`src/rtl/sync_mod_counter_if.sv`:
```
// Control/status bundle for sync_mod_counter: requests driven by the master,
// count and flags returned by the counter on the slave side.
interface sync_mod_counter_if #(
    parameter int WIDTH = 4
);
    logic             en;
    logic             up;
    logic             sat;
    logic             clr;
    logic             load;
    logic [WIDTH-1:0] din;
    logic [WIDTH-1:0] q;
    logic             tc;
    logic             wrap;
    logic             ovf;

    modport master (
        output en, up, sat, clr, load, din,
        input  q, tc, wrap, ovf
    );

    modport slave (
        input  en, up, sat, clr, load, din,
        output q, tc, wrap, ovf
    );
endinterface

```
`src/rtl/sync_mod_counter.sv`:
```
// Up/down modulo-(MAX+1) counter with wrap or saturate boundary behaviour,
// clamped parallel load, one-cycle wrap pulse and sticky overflow flag.
module sync_mod_counter #(
    parameter int          WIDTH = 4,
    parameter int unsigned MAX   = 15
) (
    input  logic              clk,
    input  logic              rst,
    sync_mod_counter_if.slave bus
);

    localparam logic [WIDTH-1:0] MAX_Q = MAX[WIDTH-1:0];

    typedef struct packed {
        logic             wrap_ev;
        logic             ovf_ev;
        logic [WIDTH-1:0] nxt;
    } step_t;

    logic [WIDTH-1:0] q_r;
    logic             wrap_r;
    logic             ovf_r;
    step_t            st;

    function automatic logic [WIDTH-1:0] clamp_load(input logic [WIDTH-1:0] val);
        return (val > MAX_Q) ? MAX_Q : val;
    endfunction

    // Out-of-range states (only possible when MAX < 2^WIDTH-1) are recovered
    // to the boundary the current mode would settle on, flagged as overflow.
    function automatic step_t step_count(input logic [WIDTH-1:0] cur,
                                         input logic             dir_up,
                                         input logic             sat_mode);
        step_t s;
        s.wrap_ev = 1'b0;
        s.ovf_ev  = 1'b0;
        s.nxt     = cur;
        if (cur > MAX_Q) begin
            s.ovf_ev = 1'b1;
            s.nxt    = sat_mode ? MAX_Q : '0;
        end else if (dir_up && cur == MAX_Q) begin
            s.ovf_ev = 1'b1;
            if (!sat_mode) begin
                s.nxt     = '0;
                s.wrap_ev = 1'b1;
            end
        end else if (!dir_up && cur == '0) begin
            s.ovf_ev = 1'b1;
            if (!sat_mode) begin
                s.nxt     = MAX_Q;
                s.wrap_ev = 1'b1;
            end
        end else if (dir_up) begin
            s.nxt = cur + WIDTH'(1);
        end else begin
            s.nxt = cur - WIDTH'(1);
        end
        return s;
    endfunction

    always_comb begin
        st = step_count(q_r, bus.up, bus.sat);
    end

    always_ff @(posedge clk) begin
        if (rst || bus.clr) begin
            q_r    <= '0;
            wrap_r <= 1'b0;
            ovf_r  <= 1'b0;
        end else if (bus.load) begin
            q_r    <= clamp_load(bus.din);
            wrap_r <= 1'b0;
        end else if (bus.en) begin
            q_r    <= st.nxt;
            wrap_r <= st.wrap_ev;
            ovf_r  <= ovf_r | st.ovf_ev;
        end else begin
            wrap_r <= 1'b0;
        end
    end

    assign bus.q    = q_r;
    assign bus.wrap = wrap_r;
    assign bus.ovf  = ovf_r;
    assign bus.tc   = (bus.up && q_r == MAX_Q) || (!bus.up && q_r == '0);

endmodule

```
`src/flat_wrapper.sv`:
```
// flat-port wrapper written by rule: the top's interface ports become plain ports
module sync_mod_counter_flat 
#(
    parameter int          WIDTH = 4,
    parameter int unsigned MAX   = 15
)
  (clk, rst, bus_en, bus_up, bus_sat, bus_clr, bus_load, bus_din, bus_q, bus_tc, bus_wrap, bus_ovf);
  sync_mod_counter_if #(.WIDTH(WIDTH)) bus_i ();
  input  logic clk;
  input  logic rst;
  input wire logic [$bits(bus_i.en)-1:0] bus_en;
  input wire logic [$bits(bus_i.up)-1:0] bus_up;
  input wire logic [$bits(bus_i.sat)-1:0] bus_sat;
  input wire logic [$bits(bus_i.clr)-1:0] bus_clr;
  input wire logic [$bits(bus_i.load)-1:0] bus_load;
  input wire logic [$bits(bus_i.din)-1:0] bus_din;
  output wire logic [$bits(bus_i.q)-1:0] bus_q;
  output wire logic [$bits(bus_i.tc)-1:0] bus_tc;
  output wire logic [$bits(bus_i.wrap)-1:0] bus_wrap;
  output wire logic [$bits(bus_i.ovf)-1:0] bus_ovf;
  assign bus_i.en = bus_en;
  assign bus_i.up = bus_up;
  assign bus_i.sat = bus_sat;
  assign bus_i.clr = bus_clr;
  assign bus_i.load = bus_load;
  assign bus_i.din = bus_din;
  assign bus_q = bus_i.q;
  assign bus_tc = bus_i.tc;
  assign bus_wrap = bus_i.wrap;
  assign bus_ovf = bus_i.ovf;
  sync_mod_counter #(.WIDTH(WIDTH), .MAX(MAX)) u_core (.clk(clk), .rst(rst), .bus(bus_i));
endmodule
```
`config.mk`:
```
export PLATFORM = sky130hd
export DESIGN_NAME = sync_mod_counter_flat
export DESIGN_NICKNAME = d
export VERILOG_FILES = /design/src/rtl/sync_mod_counter_if.sv /design/src/rtl/sync_mod_counter.sv /design/src/flat_wrapper.sv
export SDC_FILE = /design/constraint.sdc
export NUM_CORES = 1
export LEC_CHECK = 0
export ABC_AREA = 1
export BUFFER_PORTS_ARGS = -buffer_cell sky130_fd_sc_hd__clkbuf_2
export CAP_MARGIN = 20
export CORE_AREA = 2 2 39 41
export DETAILED_ROUTE_END_ITERATION = 12
export DIE_AREA = 0 0 41 43
export PLACE_DENSITY = 0.66
export SLEW_MARGIN = 20
export SYNTH_ARGS = -nofsm -noshare
export SYNTH_HDL_FRONTEND = slang
export SYNTH_SLANG_ARGS = --single-unit
export TNS_END_PERCENT = 10
```
`constraint.sdc`:
```
create_clock -name clk -period 1.75 [get_ports clk]
set_input_delay 0.0875 -clock clk [delete_from_list [all_inputs] [get_ports clk]]
set_output_delay 0.0875 -clock clk [all_outputs]
set_load 0.02 [all_outputs]
```
==> metrics, run 1 <==
worst min path class in2reg; Initial Util 34.3%; family with the most delay on the worst path flip-flops; Worst Setup Slack, final 0.227 ns; worst-skew pair later-pin latency 0.24 ns; register area share after synthesis 25.3%; hold path start bus_sat; Fmax 657 MHz; WP data required 1.92 ns; measured slew at the worst slew-check pin 0.259 ns; postcts setup bufs 0; Die X 41 µm; complex-gate fraction of the synthesized area 7.39%; number of synthesized register bits 6; placed insts 110; Mapped Cells 79; XOR/XNOR Fraction of Synth Area 1.85%; Fill cells 166; post-synth top area cell dfxtp_1; largest family of logic cells by synthesized area simple AND/OR/NAND/NOR gates; total grt overflow 0; critical path arrival 1.70 ns; CTS root buffer clkbuf_4; HPWL after detailed placement 857 µm; Top Ports 18; DRC 0; most numerous cell in the Yosys netlist nand2_1; most used cell, CP nand2_1; Slew Limit Fails 0; Max-slew headroom 82.7%; Synth cell types 18; Clock transition at path regs 0.04 ns; Final Wtd Congestion 0.706; multi-input logic area 309 µm²; Syn Area/Cell 6.00 µm²; first-pass GRT wire length 1.61 mm; H-tree levels 1; Post-synth EDFFs 0; ratio of cells with drive above 1 in the final layout 24.7%; CP max stage delay 0.46 ns; vias 530; TritonCTS Buffers 3; Final Hold Violating Endpoints 0; post-synthesis mux area share 0%; DP Worst Slack 0.248 ns; layout overhead on the synthesized area 24.5%; synthesized cell area 474 µm²; CP startpoint u_core.bus.q[0]; Final Non-Filler Cells 113; Total Routing Usage GR 14.1%; overall power 378 µW; Initial DRC Count 15; clock sink count 6; CTS Buffer Depth 2; Hold-fix buffers, CTS 0; area fraction in and, or, nand and nor cells after synthesis 46.4%; post-route ant nets 0; Site Rows 14; Peak VDD IR 405 µV; crit path capture type register; number of global-route vias before repair 437; critical path class reg2reg; CP max-delay cell dfxtp_1; skew final 0.000970 ns; post-route design area 591 µm²; Critical Path, Cell by Cell inv_1 -> fa_1 -> xor2_1 -> nand2_1 -> nand2_1 -> nand2_1 -> nand2_1 -> a21oi_1; max cap viols 0; prevailing post-synth register cell dfxtp_1; Total Neg Setup Slack 0 ns; TritonCTS clock tree built; Final period util 87.0%; post-CTS sizing 0; RR Startpoint u_core.bus.q[0]; routed wire length 1.06 mm; largest net degree at the start of global routing 10; top cells by count, synth 30 x nand2_1, 10 x nor2_1, 9 x inv_1, 6 x a21oi_1, 6 x dfxtp_1; adder-cell share of the synthesized area 9.50%; Ant. Diodes 0; fin crit period 1.52 ns; initial antenna violation count 0; power per cell area 641 nW/µm²; Die Y 43 µm; count of buffers from port buffering 17; endpoints failing setup 0; worst-path fanout max 8; Pleak 0.316 nW; CP Launch Type register; Syn. warnings 0; unrepaired setup endpoints after global routing false; register area 120 µm²; Buf/Inv on CP 1; die area 1760 µm²; ranking of synthesized cells by area dfxtp_1 25%, nand2_1 24%, nor2_1 7.9%; syn_nets 93; Async SR Flop Fraction 0%; outcome finished clean; drt first pass iters 4; routed wire length per instance 9.34 µm; core area 1380 µm²; placed cell area 568 µm²; Layout Nets 113; via-per-instance ratio 4.69; top-area cell type share of the netlist area 25.3%
[state kept, by name (all words and copies together) (netlist names)]
| register | cells |
|---|---|
| u_core.bus.ovf | 1 |
| u_core.bus.wrap | 1 |
| u_core.bus.q | 4 |
[routing by layer]
layer	GRT usage, %	wire (µm)	part of all wire (%)
met1	13.3	446	42
met2	23.1	534	51
met3	3.66	42	4.0
met4	12.0	32	3.0
met5	0	0	0
[stage by stage]
step / hold WS (ns) / util (%)
after floorplan: 0.167 / -
after global placement: 0.294 / 41.0
after detailed placement: 0.292 / 41.0
after CTS: 0.0343 / 42.7
after global routing: 0.0462 / 42.7
final: 0.0403 / 42.7
[cells in the final DEF (no fill, tap or decap)]
cell / n
a21oi_1: 6
clkbuf_2: 17
clkbuf_4: 3
dfxtp_1: 6
fa_1: 1
ha_1: 2
inv_1: 9
nand2_1: 30
nand3_1: 4
nand3_2: 2
nand4_1: 1
nor2_1: 10
nor2_2: 1
nor3_1: 1
o21ai_0: 1
or2_1: 1
or2_2: 1
xor2_1: 1
[final cells by class]
| cell class | instances | area share, % |
|---|---|---|
| multi-input combinational | 62 | 52.3 |
| sequential | 6 | 20.3 |
| timing repair buffer | 17 | 14.4 |
| inverter | 9 | 5.72 |
| clock buffer | 3 | 3.81 |
| tap | 16 | 3.39 |
[cell families after synthesis]
kind of cell,after synthesis
buffers and inverters,11
DFF,6
xor gates and xnor gates,1
AOI/OAI and AO/OA,7
adders and majority gates,3
and+or+nand+nor,51
[path summary, 6_finish.rpt]
| path | to | slack [ns] | cells after the start |
|---|---|---|---|
| worst min register to register | u_core.bus.ovf | 0.45 | 2 |
| worst min-delay path | u_core.bus.wrap | 0.04 | 2 |
| worst max register to register | u_core.bus.q[2] | 0.23 | 8 |
| worst max-delay path | u_core.bus.q[2] | 0.23 | 8 |
[report_power, final]
group          switching, mW  total [mW]  internal (mW)
Clock                 0.0466       0.124         0.0773
Sequential           0.00799       0.151          0.143
Combinational         0.0637       0.104         0.0399
[worst register-to-register path, stage by stage, from the launching register on]
cell and delay [ns]:
dfxtp_1 0.46, inv_1 0.10, fa_1 0.43, xor2_1 0.15, nand2_1 0.06, nand2_1 0.05
nand2_1 0.06, nand2_1 0.05, a21oi_1 0.11
(Power assumes the default switching activity.)
==> run 2, diff against run 1 <==
--- a/config.mk
+++ b/config.mk
@@ -9,6 +9,7 @@
 export BUFFER_PORTS_ARGS = -buffer_cell sky130_fd_sc_hd__clkbuf_2
 export CAP_MARGIN = 20
 export CORE_AREA = 2 2 39 41
+export CTS_BUF_LIST = sky130_fd_sc_hd__clkbuf_16
 export DETAILED_ROUTE_END_ITERATION = 12
 export DIE_AREA = 0 0 41 43
 export PLACE_DENSITY = 0.66
==> run 2 against run 1 <==
Via count fell by 0.94%. Clock power rose to 2.9 times the previous value. Sequential power barely moved. First-iteration DRC count is 47% lower. Sequential share of layout area fell by 1.7 points. Global-route usage is 0.40 points lower. Count of clock-buffer cells in the layout unchanged. Setup slack gained 0.0047 ns. Final area is 8.9% higher. Combinational power hardly changed. Final cell count did not move. Critical path type unchanged. Critical endpoint unchanged. Largest power group is now the clock network.
==> metrics, run 2 (synthesis gave the netlist of run 1 again) <==
outcome finished clean (unchanged); number of global-route vias before repair 434 (was 437); max cap viols 0 (unchanged); hold path start bus_sat (unchanged); Initial DRC Count 8 (was 15); Total Neg Setup Slack 0 ns (unchanged); Site Rows 14 (unchanged); Worst Hold Path EP u_core.bus.wrap (unchanged); worst-path fanout max 8 (unchanged); unrepaired setup endpoints after global routing false (unchanged); total grt overflow 0 (unchanged); measured slew at the worst slew-check pin 0.259 ns (about the same); layout overhead on the synthesized area 35.6% (was 24.5%); CP max-delay cell dfxtp_1 (unchanged); worst-skew pair later-pin latency 0.22 ns (was 0.24 ns); Final Wtd Congestion 0.706 (unchanged); count of buffers from port buffering 17 (unchanged); family with the most delay on the worst path flip-flops (unchanged); Die Y 43 µm (unchanged); DRC 0 (unchanged); clock sink count 6 (unchanged); Initial Util 34.3% (unchanged); Pleak 0.339 nW (was 0.316 nW); CTS Buffer Depth 2 (unchanged); RR Startpoint u_core.bus.q[0] (unchanged); Die X 41 µm (unchanged); most frequent cells in the layout 30 x nand2_1, 17 x clkbuf_2, 10 x nor2_1 (unchanged); Top Ports 18 (unchanged); endpoints failing setup 0 (unchanged); overall power 618 µW (was 378 µW); Slew Limit Fails 0 (unchanged); HPWL after detailed placement 857 µm (unchanged); power per cell area 961 nW/µm² (was 641 nW/µm²); Final Hold Violating Endpoints 0 (unchanged); post-route ant nets 0 (unchanged); Fmax 659 MHz (was 657 MHz); Hold Path Stages 2 (unchanged); most used cell, CP nand2_1 (unchanged); H-tree levels 1 (unchanged); vias 525 (was 530); Buf/Inv on CP 1 (unchanged); Critical Path, Cell by Cell inv_1 -> fa_1 -> xor2_1 -> nand2_1 -> nand2_1 -> nand2_1 -> nand2_1 -> a21oi_1 (unchanged); R2R cell count 8 (unchanged); skew final 0.000416 ns (was 0.000970 ns); WP data required 1.91 ns (was 1.92 ns); ratio of cells with drive above 1 in the final layout 24.7% (unchanged); drt first pass iters 2 (was 4); post-CTS sizing 0 (unchanged); Hold-fix buffers, CTS 0 (unchanged); first-pass GRT wire length 1.64 mm (was 1.61 mm); Max-slew headroom 82.7% (about the same); Peak VDD IR 552 µV (was 405 µV); largest net degree at the start of global routing 10 (unchanged); Final period util 86.8% (was 87.0%); routed wire length 1.06 mm (about the same); most common cell after layout, fill and taps aside nand2_1 (unchanged); via-per-instance ratio 4.65 (was 4.69); RR Endpoint u_core.bus.q[2] (unchanged); CP max stage delay 0.45 ns (was 0.46 ns); initial antenna violation count 0 (unchanged); R2R setup slack 0.23 ns (about the same); core area 1380 µm² (unchanged); Final Core Density 46.5% (was 42.7%); Clock transition at path regs 0.03 ns (was 0.04 ns); max reg flops 4 (unchanged); Total Routing Usage GR 13.7% (was 14.1%); Layout Nets 113 (unchanged); die area 1760 µm² (unchanged); TritonCTS Buffers 3 (unchanged); crit path capture type register (unchanged); worst min path class in2reg (unchanged); TritonCTS clock tree built (unchanged); critical path arrival 1.68 ns (was 1.70 ns); fin crit period 1.52 ns (about the same); CP Launch Type register (unchanged); critical path class reg2reg (unchanged); routed wire length per instance 9.39 µm (was 9.34 µm); Ant. Diodes 0 (unchanged); postcts setup bufs 0 (unchanged); CTS root buffer clkbuf_16 (was clkbuf_4)
-- run 2: changes by cell type in the layout (fill, tap and decap cells not counted) --
cell / previous run / this run
clkbuf_16: 0 / 3
clkbuf_4: 3 / 0
-- run 2: where the power goes --
part | switching, mW | total, mW | internal (mW) | leakage (nW)
clock network | 0.0710 | 0.364 | 0.293 | 0.0370
logic | 0.0633 | 0.103 | 0.0399 | 0.254
registers | 0.00800 | 0.151 | 0.143 | 0.0489
total | 0.142 | 0.618 | 0.476 | 0.339
-- run 2: cell type report --
class	count	area [µm²]
inverters	9	33.8
multi-input cells	62	309
flip-flops and latches	6	120
clock buffers	3	75.1
repair buffers	17	85.1
well taps	16	20.0
fillers	155	741
-- run 2: worst max-delay path by stage --
stage / from / to / slack, ns / depth (start not counted)
2_1_floorplan: u_core.bus.q[0] / u_core.bus.q[2] / 0.21 / 8
6_report: u_core.bus.q[0] / u_core.bus.q[2] / 0.23 / 8
3_5_place_dp: u_core.bus.q[0] / u_core.bus.q[2] / 0.25 / 8
5_1_grt: u_core.bus.q[0] / u_core.bus.q[2] / 0.05 / 8
4_1_cts: u_core.bus.q[0] / u_core.bus.q[2] / 0.23 / 8
3_3_place_gp: u_core.bus.q[0] / u_core.bus.q[2] / 0.29 / 8
-- run 2: through the flow --
step | area [µm²] | hold slack [ns] | setup slack [ns] | instances
2_1_floorplan | 474 | 0.167 | 0.207 | 79
3_3_place_gp | 568 | 0.294 | 0.290 | 110
3_5_place_dp | 568 | 0.292 | 0.248 | 110
4_1_cts | 643 | 0.0560 | 0.234 | 113
5_1_grt | 643 | 0.0725 | 0.0508 | 113
6_report | 643 | 0.0577 | 0.232 | 113
-- run 2: layer usage --
| metal | part of all wire [%] | GRT usage [%] | vias to the layer above | wire length [µm] |
|---|---|---|---|---|
| li1 | - | - | 281 | - |
| met1 | 45 | 13.9 | 237 | 473 |
| met2 | 52 | 23.1 | 7 | 551 |
| met3 | 3.4 | 3.66 | 0 | 36 |
| met4 | 0 | 8.00 | 0 | 0 |
| met5 | 0 | 0 | - | 0 |
